`src/rtl/mem_arb_pkg.sv`:
```
// mem_arb_pkg: arbiter state encoding and latched request record for data_mem_arbiter.
package mem_arb_pkg;
    typedef enum logic [1:0] {IDLE, ISSUE, RESP} state_t;
    typedef struct packed {
        logic        we;
        logic        byte_op;
        logic [31:0] addr;
        logic [31:0] wdata;
    } req_t;
endpackage

```
`src/rtl/rr_picker.sv`:
```
// rr_picker: combinational one-hot round-robin select, searching upward from ptr_i+1 modulo N_REQ.
module rr_picker #(
    parameter int N_REQ = 2
) (
    input  logic [N_REQ-1:0]         req_i,
    input  logic [$clog2(N_REQ)-1:0] ptr_i,
    output logic [N_REQ-1:0]         gnt_o,
    output logic [$clog2(N_REQ)-1:0] idx_o
);
    localparam int PW = $clog2(N_REQ);
    logic [PW-1:0] w_k;
    // Walk from the farthest candidate to the nearest so the nearest hit is the last write.
    always_comb begin
        gnt_o = '0;
        idx_o = '0;
        w_k   = '0;
        for (int i = N_REQ; i >= 1; i--) begin
            w_k = PW'((int'(ptr_i) + i) % N_REQ);
            if (req_i[w_k]) begin
                gnt_o      = '0;
                gnt_o[w_k] = 1'b1;
                idx_o      = w_k;
            end
        end
    end
endmodule

```
`src/rtl/data_mem_arbiter.sv`:
```
// data_mem_arbiter: round-robin sharing of one byte-addressed data memory port among N_REQ requesters.
// Define MEM_ARB_ALIGN_CHECK_EN to suppress misaligned word accesses and flag them with err_o.
module data_mem_arbiter
    import mem_arb_pkg::*;
#(
    parameter int N_REQ  = 2,
    parameter int ADDR_W = 32
) (
    input  logic              clk,
    input  logic              rst_n,
    input  logic [N_REQ-1:0]  req_i,
    input  logic [N_REQ-1:0]  we_i,
    input  logic [N_REQ-1:0]  byte_i,
    input  logic [ADDR_W-1:0] addr_i [N_REQ],
    input  logic [31:0]       wdata_i [N_REQ],
    output logic [N_REQ-1:0]  gnt_o,
    output logic [N_REQ-1:0]  rvalid_o,
    output logic [31:0]       rdata_o,
    output logic              err_o,
    output logic              mem_we_o,
    output logic              mem_stsrc_o,
    output logic              mem_ldsrc_o,
    output logic [31:0]       mem_addr_o,
    output logic [31:0]       mem_wd_o,
    input  logic [31:0]       mem_rd_i
);
    localparam int PW = $clog2(N_REQ);
    state_t           r_state;
    req_t             r_req;
    logic [PW-1:0]    r_ptr;
    logic [PW-1:0]    r_idx;
    logic [PW-1:0]    w_idx;
    logic [N_REQ-1:0] w_pick;
    logic [31:0]      r_rdata;
    logic             r_err;
    logic             w_issue;
    logic             w_resp;
    logic             w_mis;

    rr_picker #(.N_REQ(N_REQ)) u_pick (
        .req_i (req_i),
        .ptr_i (r_ptr),
        .gnt_o (w_pick),
        .idx_o (w_idx)
    );

`ifdef MEM_ARB_ALIGN_CHECK_EN
    assign w_mis = !r_req.byte_op && (r_req.addr[1:0] != 2'b00);
`else
    assign w_mis = 1'b0;
`endif

    assign w_issue     = r_state == ISSUE;
    assign w_resp      = r_state == RESP;
    assign gnt_o       = w_issue ? '0 : w_pick;
    // Port outputs decode the state directly so an async reset drops the write strobe at once.
    assign mem_we_o    = w_issue & r_req.we & !w_mis;
    assign mem_stsrc_o = w_issue & r_req.byte_op;
    assign mem_ldsrc_o = w_issue & r_req.byte_op;
    assign mem_addr_o  = w_issue ? r_req.addr : '0;
    assign mem_wd_o    = w_issue ? r_req.wdata : '0;
    assign rvalid_o    = w_resp ? N_REQ'(1) << r_idx : '0;
    assign err_o       = w_resp & r_err;
    assign rdata_o     = r_rdata;

    always_ff @(posedge clk or negedge rst_n) begin
        if (!rst_n) begin
            r_state <= IDLE;
            r_ptr   <= PW'(N_REQ - 1);
            r_idx   <= '0;
            r_req   <= '0;
            r_rdata <= '0;
            r_err   <= 1'b0;
        end else begin
            if (|gnt_o) begin
                r_ptr <= w_idx;
                r_idx <= w_idx;
                r_req <= '{we: we_i[w_idx], byte_op: byte_i[w_idx],
                           addr: 32'(addr_i[w_idx]), wdata: wdata_i[w_idx]};
            end
            case (r_state)
                ISSUE: begin
                    r_state <= RESP;
                    r_rdata <= (r_req.we || w_mis) ? '0 : mem_rd_i;
                    r_err   <= w_mis;
                end
                default: r_state <= (|req_i) ? ISSUE : IDLE;
            endcase
        end
    end
endmodule

```
`config.mk`:
```
export PLATFORM = sky130hd
export DESIGN_NAME = data_mem_arbiter
export DESIGN_NICKNAME = d
export VERILOG_FILES = /design/src/rtl/mem_arb_pkg.sv /design/src/rtl/rr_picker.sv /design/src/rtl/data_mem_arbiter.sv
export SDC_FILE = /design/constraint.sdc
export NUM_CORES = 1
export LEC_CHECK = 0
export ABC_CLOCK_PERIOD_IN_PS = 3250
export BUFFER_PORTS_ARGS = -buffer_cell sky130_fd_sc_hd__buf_2
export CAP_MARGIN = 10
export CORE_UTILIZATION = 35
export CTS_BUF_LIST = sky130_fd_sc_hd__clkbuf_4 sky130_fd_sc_hd__clkbuf_8
export CTS_CLUSTER_SIZE = 40
export DETAILED_ROUTE_END_ITERATION = 8
export PLACE_DENSITY_LB_ADDON = 0.25
export SLEW_MARGIN = 20
export SYNTH_ARGS = -nofsm -noshare
export SYNTH_HDL_FRONTEND = slang
export SYNTH_SLANG_ARGS = --single-unit
export TNS_END_PERCENT = 10
```
`constraint.sdc`:
```
create_clock -name clk -period 3.25 [get_ports clk]
set_clock_uncertainty 0.15 [all_clocks]
set_input_delay 0 -clock clk [delete_from_list [all_inputs] [get_ports clk]]
set_output_delay 0 -clock clk [all_outputs]
set_load 0.005 [all_outputs]
```
==> impl_metrics.toml, run 1 <==
[run_status]
outcome = "finished, final reports clean"

[cts]
ctsRootBufferMaster = "clkbuf_8"
cts_tree = "yes"
cts_made_buffers = 9
clkTransAtPathRegs_ps = 100
cts.sinks = 102
htree_levels = 3
clock_latency_ps = 370
clockBufferDepth = 2

[timing]
period_needed_ps = 2680
worst_pin_slew_ps = 962
drv_slew = 0
fmax_ghz = 0.373
hold_violations = 0
finalCritPeriodShare = 0.825
setup_viol = 0
rsz0062_at_grt = "false"
final.setup.worst_slack_ps = 568
relSlewSlack = 0.359
tns_ps = 0

[route]
postRouteAntennaNets = 0
via_per_inst = 4.89
drc = 0
wl_per_cell_um = 15.2
routed_wl_um = 18000
vias = 5823
drt_iter0_drc = 320
dr.pass1.iters = 4

[power_and_ir_drop]
p_int_mw = 4.13
pwr-share-clk = 0.115
comb_power_share = 0.554
leakagePower_nw = 4.21
switching_share = 0.378
powerDensity_nw_per_um2 = 779
switchingPower_mw = 2.51
irDropWorstVdd_uv = 370
seqPwrFrac = 0.331

[critical_path]
worstReg2RegStart = "r_state[0]"
cp.depth = 9
r2r_slack_ps = 600
cpMaxStageDelayCell = "dlygate4sd3_1"
path_buf_inv = 6
critical_path_required_ps = 3410
crit_chain = "dlygate4sd3_1 -> buf_2 -> or2_2 -> dlygate4sd3_1 -> nand2_2 -> inv_2 -> buf_12 -> a31oi_2 -> dlygate4sd3_1"
r2r_cells = 5
cp_max_fo = 52
startpoint_type = "input port"
cpMostUsedCell = "dlygate4sd3_1"
arrival_ps = 2840
worstSetupPathType = "input port to register"
r2r_end = "r_req[38]"
cp_top_family = "buffers and inverters"
cp-end-kind = "register"
max_stage_delay_ps = 580

[finish]
utilization = 0.585
area_growth_pct = 61.9
stdcell_count = 1190
layout_commonest_cell = "buf_2"
final_cell_mix = "buf_2 (269), nand2_1 (196), dlygate4sd3_1 (167)"
num-nets-final = 1168
drive_above_1_share = 0.330
fillers = 1309

[synth]
synthDistinctLibCells = 26
netlist_area_um2 = 5270
yosys_warnings = 0
avgSynthCellArea_um2 = 8.78
synthCells = 600
ys_ff_latch = 102
yosysSeqAreaShare = 0.485
synthesis.nets = 768

[hold_path]
hold_path.class = "input port to async pin"

[global_routing]
grt_overflow_total = 0
grt_pass1_vias = 5899
grt_max_degree = 75
antenna_found_initial = 0
grt_pass1_wl_um = 29100
grt_use_total = 0.233

[floorplanning]
initial_core_util = 0.361
io_pins = 272
design.core.area_um2 = 14600
dieArea_um2 = 15500
chipHeight_um = 125
rows = 44
fp.dieW_um = 125

[place]
dp_slack_ps = 969
portBuffers = 270
dp.cells = 1006
dp_hpwl_um = 10700
place_congestion = 0.769

[job]
drv_cap = 0
## layer usage
| metal | wire length [µm] | vias up | GRT usage |
|---|---|---|---|
| li1 | - | 2799 | - |
| met1 | 7590 | 2727 | 0.290 |
| met2 | 8710 | 245 | 0.386 |
| met3 | 1020 | 52 | 0.0357 |
| met4 | 722 | 0 | 0.127 |
| met5 | 0 | - | 0 |
## state kept, by name, summed over array words and instances, names as in the netlist
name and flops:
r_state 2, r_req 66, r_idx 1, rdata_o 32, r_ptr 1
## layout make-up
class                      count  area, µm²  area share
timing repair buffer         445       3140       0.368
sequential                   102       2550       0.299
multi-input combinational    439       2420       0.284
tap                          184        230      0.0270
clock buffer                  14        161      0.0189
clock inverter                 2       12.5     0.00147
inverter                       3       11.3     0.00132
antenna                        1       2.50    0.000293
## through the flow
step / total power, mW / hold WS (ps) / cell area [µm²]
5_1_grt: 7.15 / 236 / 8530
3_5_place_dp: 5.06 / 55.9 / 6680
2_1_floorplan: 3.96 / -446 / 5270
6_report: 6.65 / 166 / 8530
3_3_place_gp: 5.02 / 53.9 / 6680
4_1_cts: 6.61 / 176 / 8530
## worst max-delay path by stage
stage,startpoint,end,slack [ps]
after floorplan,r_ptr,r_req[0],1780
after global placement,r_state[1],mem_wd_o[4],1020
after detailed placement,r_state[1],mem_wd_o[22],970
after CTS,r_state[1],mem_wd_o[22],540
after global routing,r_state[1],mem_wd_o[4],390
final,req_i[1],r_req[54],570
## logic make-up after synthesis
logic type | Yosys count | synth area share
other | 1 | 0.000712
AOI/OAI and AO/OA | 137 | 0.185
and+or+nand+nor | 301 | 0.272
DFF | 102 | 0.485
buffers and inverters | 59 | 0.0584
## power groups by stage
stage / clock [mW] / sequential, mW / combinational, mW
floorplan: 0 / 2.09 / 1.88
global placement: 0 / 2.19 / 2.83
detailed placement: 0 / 2.21 / 2.85
CTS: 0.784 / 2.18 / 3.64
global route: 0.826 / 2.26 / 4.06
finish: 0.767 / 2.20 / 3.68
## Yosys cell counts
cell      instances  area, µm²
buf_2            27        135
inv_2             2       7.51
nor2_1            2       7.51
conb_1            1       3.75
a21bo_2           1       10.0
a21boi_2          1       11.3
o21ai_0           1       5.00
a31oi_2          30        375
nand2_1         196        736
dfstp_2           1       26.3
buf_1             1       3.75
inv_1             1       3.75
a21oi_1          66        330
clkbuf_1         19       71.3
nand2_2           1       6.26
nor3b_1           1       7.51
dfrtp_1         101       2530
and3b_1           1       8.76
buf_6             5       56.3
nand2b_1          1       6.26
a31oi_1          36        225
buf_4             4       30.0
and2_1           66        413
a21o_1            2       15.0
or2_1             1       6.26
nand3b_1         32        240
## repair_timing
item                                   in CTS  in global routing
hold buffers                              167                  0
gates resized for setup                     0                  0
endpoints found under the hold margin     172                  0
buffers inserted                            0                  0
(Power assumes the default switching activity.)
==> run 2: changes to the inputs <==
--- a/config.mk
+++ b/config.mk
@@ -5,7 +5,8 @@
 export SDC_FILE = /design/constraint.sdc
 export NUM_CORES = 1
 export LEC_CHECK = 0
-export ABC_CLOCK_PERIOD_IN_PS = 3250
+export ABC_AREA = 1
+export ABC_CLOCK_PERIOD_IN_PS = 2600
 export BUFFER_PORTS_ARGS = -buffer_cell sky130_fd_sc_hd__buf_2
 export CAP_MARGIN = 10
 export CORE_UTILIZATION = 35
==> constraint.sdc (replaced) <==
create_clock -name clk -period 2.6 [get_ports clk]
set_clock_uncertainty 0.15 [all_clocks]
set_input_delay 0 -clock clk [delete_from_list [all_inputs] [get_ports clk]]
set_output_delay 0 -clock clk [all_outputs]
set_load 0.005 [all_outputs]
==> run 2 against run 1 <==
Effect of this change:
- sequential share of layout area fell by 1.9 points
- via count rose by 14%
- hold slack got worse by 140 ps
- first-iteration DRC count rose by 7.5%
- die area rose by 8.4%
- critical path depth fell by 2
- routed wire length rose by 3.8%
- non-clock buffer count rose by 4
- global-route usage fell by 1.2 points
- critical path type is now register to register
- largest cell class unchanged
- largest power group unchanged
- highest routed layer unchanged
==> impl_metrics.toml, run 2 <==
[hold_path]
hold_path.class = "input port to async pin"

[cts]
clkTransAtPathRegs_ps = 100
cts_resized = 0
cts_tree = "yes"
cts_made_buffers = 9
ctsRootBufferMaster = "clkbuf_8"
htree_levels = 3
cts.sinks = 102
clock_latency_ps = 390
clockBufferDepth = 2

[timing]
period_needed_ps = 2340
worst_pin_slew_ps = 764
fmax_ghz = 0.427
relSlewSlack = 0.491
rsz0062_at_grt = "false"
whs_ps = 22.4
tns_ps = 0
drv_slew = 0
setup_viol = 0
hold_violations = 0
finalCritPeriodShare = 0.902

[synth]
async_flop_share = 1.00
synth_top_family_by_area = "simple AND/OR/NAND/NOR gates"
yosys_warnings = 0
synth_fa_ha_area_frac = 0
ys_ff_latch = 102
yosys-top-cells-area = "dfrtp_1 (44%), nand2_1 (18%), nand3_1 (14%)"
yosysSeqAreaShare = 0.447
synthCells = 867
synthDistinctLibCells = 16
avgSynthCellArea_um2 = 6.59
synth-xor-area-share = 0
synth_top_area_cell = "dfrtp_1"
synthMuxAreaShare = 0
yosysTopAreaCellShare = 0.442
synth.most_common_cell = "nand2_1"
synth_common_cells = "nand2_1 (267), inv_1 (202), nand3_1 (164)"
netlist_area_um2 = 5720
synth-edff-count = 0
synth_compound_area_frac = 0.00175
synthesis.nets = 1035
synth_ff_type = "dfrtp_1"
yosys.area_share.simple = 0.371

[floorplanning]
io_pins = 272
rows = 46
dieArea_um2 = 16800
fp.dieW_um = 130
chipHeight_um = 130
initial_core_util = 0.359
design.core.area_um2 = 15900

[finish]
final_cell_mix = "buf_2 (269), nand2_1 (264), inv_1 (202)"
layout_commonest_cell = "buf_2"
num-nets-final = 1442
fillers = 1518
top_register = "r_req"
area_growth_pct = 59.3
largest_reg_flops = 66
drive_above_1_share = 0.242

[global_routing]
grt_pass1_vias = 6058
grt_use_total = 0.221
grt_pass1_wl_um = 28900
grt_max_degree = 100
antenna_found_initial = 1
grt_overflow_total = 0

[critical_path]
startpoint_type = "register"
r2r_cells = 7
r2r_slack_ps = 260
max_stage_delay_ps = 620
arrival_ps = 2520
r2r_end = "r_req[27]"
worstSetupPathType = "register to register"
critical_path_required_ps = 2770
worstReg2RegStart = "r_state[0]"
cp_max_fo = 69
crit_chain = "inv_2 -> nor2_8 -> nor2_4 -> buf_4 -> nand3_1 -> dlygate4sd3_1 -> nand2_1"
cp-end-kind = "register"
cpMaxStageDelayCell = "buf_4"

[route]
via_per_inst = 4.42
wl_per_cell_um = 12.5
dr.pass1.iters = 4
routed_wl_um = 18700
postRouteAntennaNets = 0
drc = 0
drt_iter0_drc = 344
vias = 6614

[place]
place_congestion = 0.761
dp_hpwl_um = 11100
portBuffers = 270

[power_and_ir_drop]
leakagePower_nw = 5.57
powerDensity_nw_per_um2 = 833
irDropWorstVdd_uv = 524

[job]
drv_cap = 0

[run_status]
outcome = "finished, final reports clean"
==> run 2: cell families (layout without fill, tap and decap cells) <==
family          after synthesis  after routing
simple gates                503            503
buf+inv                     259            671
flops                       102            102
compound gates                2              2
other cells                   1              2
==> run 2: routing by layer <==
metal  global-route usage  wire length [µm]
met1                0.268              8000
met2                0.397              9470
met3               0.0275               844
met4               0.0882               403
met5                    0                 0
==> run 2: worst max-delay path: cells and delay by family, from the launching register on <==
family | cells | cell delay, ps
buf+inv | 3 | 1320
flops | 1 | 420
simple gates | 4 | 380
==> run 2: stage by stage <==
step,cells,area (µm²),setup WS [ps],total power [mW],utilization
floorplan,867,5720,1130,4.70,-
global placement,1313,7230,865,5.89,0.453
detailed placement,1313,7230,838,5.92,0.453
CTS,1495,9100,264,7.63,0.571
global route,1496,9110,97.2,8.27,0.571
finish,1496,9110,256,7.59,0.571
==> run 2: worst max-delay path by stage <==
| stage | from | to | slack, ps | cells after the start |
|---|---|---|---|---|
| 6_report | r_state[0] | r_req[27] | 260 | 7 |
| 5_1_grt | r_state[0] | r_req[4] | 100 | 7 |
| 4_1_cts | r_state[0] | r_req[52] | 260 | 7 |
| 3_5_place_dp | r_state[0] | r_req[52] | 840 | 6 |
| 3_3_place_gp | r_state[0] | r_req[55] | 870 | 6 |
| 2_1_floorplan | r_ptr | r_idx | 1130 | 7 |
==> run 2: power by group <==
| part | internal, mW | switching [mW] |
|---|---|---|
| combinational | 1.71 | 2.08 |
| sequential | 2.33 | 0.403 |
| clock | 0.459 | 0.611 |
| total | 4.50 | 3.10 |
==> run 2: repair_timing <==
item,4_1_cts,5_1_grt
endpoints found under the setup margin,0,0
hold buffers,166,0
buffers inserted,0,0
endpoints found under the hold margin,199,0
==> run 2: cell type report <==
cell class | instances | area (µm²) | share of cell area
antenna | 1 | 2.50 | 0.000275
clock buffer | 9 | 124 | 0.0136
clock inverter | 7 | 81.3 | 0.00893
inverter | 206 | 774 | 0.0850
multi-input combinational | 506 | 2140 | 0.235
sequential | 102 | 2550 | 0.280
tap | 216 | 270 | 0.0297
timing repair buffer | 449 | 3160 | 0.347
==> run 3: changes to the inputs <==
--- a/config.mk
+++ b/config.mk
@@ -14,6 +14,7 @@
 export CTS_CLUSTER_SIZE = 40
 export DETAILED_ROUTE_END_ITERATION = 8
 export PLACE_DENSITY_LB_ADDON = 0.25
+export SETUP_SLACK_MARGIN = 0.4
 export SLEW_MARGIN = 20
 export SYNTH_ARGS = -nofsm -noshare
 export SYNTH_HDL_FRONTEND = slang
==> run 3 against run 2 <==
Effect of this change:
- routed wire length is 6.2% higher
- clock-buffer cell count stayed put
- largest cell class unchanged
- worst setup slack better by 460 ps
- critical path type is now register to primary output
==> impl_metrics.toml, run 3 (same netlist as run 2, synthesis figures left out) <==
[finish]
area_growth_pct = 59.3
num-nets-final = 1442
top_register = "r_req"
layout_commonest_cell = "buf_2"
stdcell_count = 1495
n_antenna_cell = 0
final_cell_mix = "buf_2 (269), nand2_1 (264), inv_1 (202)"
drive_above_1_share = 0.242
largest_reg_flops = 66

[floorplanning]
fp.dieW_um = 130
design.core.area_um2 = 15900
io_pins = 272
rows = 46
chipHeight_um = 130
dieArea_um2 = 16800
initial_core_util = 0.359

[cts]
cts.sinks = 102
clkTransAtPathRegs_ps = 100
clock_latency_ps = 380
htree_levels = 3
cts_tree = "yes"
cts_made_buffers = 9
postCtsSetupBuffers = 0
ctsRootBufferMaster = "clkbuf_8"
clockBufferDepth = 2
cts_resized = 0

[route]
via_per_inst = 4.48
drc = 0
routed_wl_um = 19900
met3_length_um = 975
drt_iter0_drc = 403
wl_per_cell_um = 13.3
highest_layer = "met4"
wl_met2_um = 9890
vias = 6695
dr.pass1.iters = 5
met1Wirelength_um = 8280
postRouteAntennaNets = 0

[global_routing]
grt_pass1_vias = 6433
grt_use_total = 0.233
grt_overflow_total = 0
antenna_found_initial = 0
grt_pass1_wl_um = 30400
grt_max_degree = 100

[timing]
relSlewSlack = 0.481
rsz0062_at_grt = "false"
finalCritPeriodShare = 0.726
fmax_ghz = 0.530
worst_pin_slew_ps = 778
setup_viol = 0
whs_ps = 28.7
hold_violations = 0
drv_slew = 0
tns_ps = 0
period_needed_ps = 1890

[critical_path]
arrival_ps = 1740
worstSetupPathType = "register to primary output"
cp-end-kind = "primary output"
cp_max_fo = 99
startpoint_type = "register"
critical_path_required_ps = 2450

[place]
portBuffers = 270
place_congestion = 0.761
dp_hpwl_um = 11100
dp.cells = 1313

[hold_path]
hold_path.class = "input port to async pin"

[power_and_ir_drop]
leakagePower_nw = 5.63
powerDensity_nw_per_um2 = 788
irDropWorstVdd_uv = 497

[run_status]
outcome = "finished, final reports clean"

[job]
drv_cap = 0
-- run 3: cell count changes in the layout (fill, tap and decap cells not counted), sizes merged --
cell,previous run,this run
diode,1,0
-- run 3: layer usage --
metal  vias up  global-route usage
met4         0               0.131
li1       3334                   -
met5         -                   0
met2       273               0.407
met1      3032               0.274
met3        56              0.0365
-- run 3: area by class of cell --
type | instances | area [µm²]
fill | 1463 | 6840
timing repair buffer | 449 | 3160
sequential | 102 | 2550
multi-input combinational | 506 | 2140
inverter | 206 | 774
tap | 216 | 270
clock buffer | 9 | 124
clock inverter | 7 | 81.3
-- run 3: stage by stage --
step | setup WS, ps | instance area, µm² | utilization | total power, mW
after floorplan | 1130 | 5720 | - | 4.70
after global placement | 865 | 7230 | 0.453 | 5.89
after detailed placement | 838 | 7230 | 0.453 | 5.92
after CTS | 631 | 9100 | 0.571 | 7.22
after global routing | 560 | 9100 | 0.571 | 7.82
final | 712 | 9100 | 0.571 | 7.18
-- run 3: power by group --
part           switching, mW  total (mW)  leakage (nW)  internal, mW
combinational           2.04        3.39          4.28          1.35
clock                  0.602        1.06         0.101         0.459
sequential             0.402        2.73          1.25          2.33
-- run 3: worst max-delay path, cell delays in order, from the launching register on --
cell and delay, ps:
dfrtp_1 420, inv_2 100, nor2_8 50, clkinv_2 60
buf_12 380, nand2_1 150, inv_1 80, buf_2 120
-- run 3: worst paths after layout --
path                        startpoint     endpoint  slack, ps  depth (start not counted)
setup / recovery            r_state[0]     gnt_o[1]        710                          7
hold / removal                   rst_n   rdata_o[9]         30                          3
setup reg to reg            r_state[0]     r_req[3]        810                          6
hold reg to reg            rdata_o[25]  rdata_o[25]        330                          2
max in group asynchronous        rst_n     r_req[0]       1980                          3
min in group clk              req_i[0]    r_req[31]         50                          6
-- run 3: what timing repair did --
action,CTS,global route
hold buffers,166,0
setup endpoints to repair,0,0
hold endpoints to repair,199,0
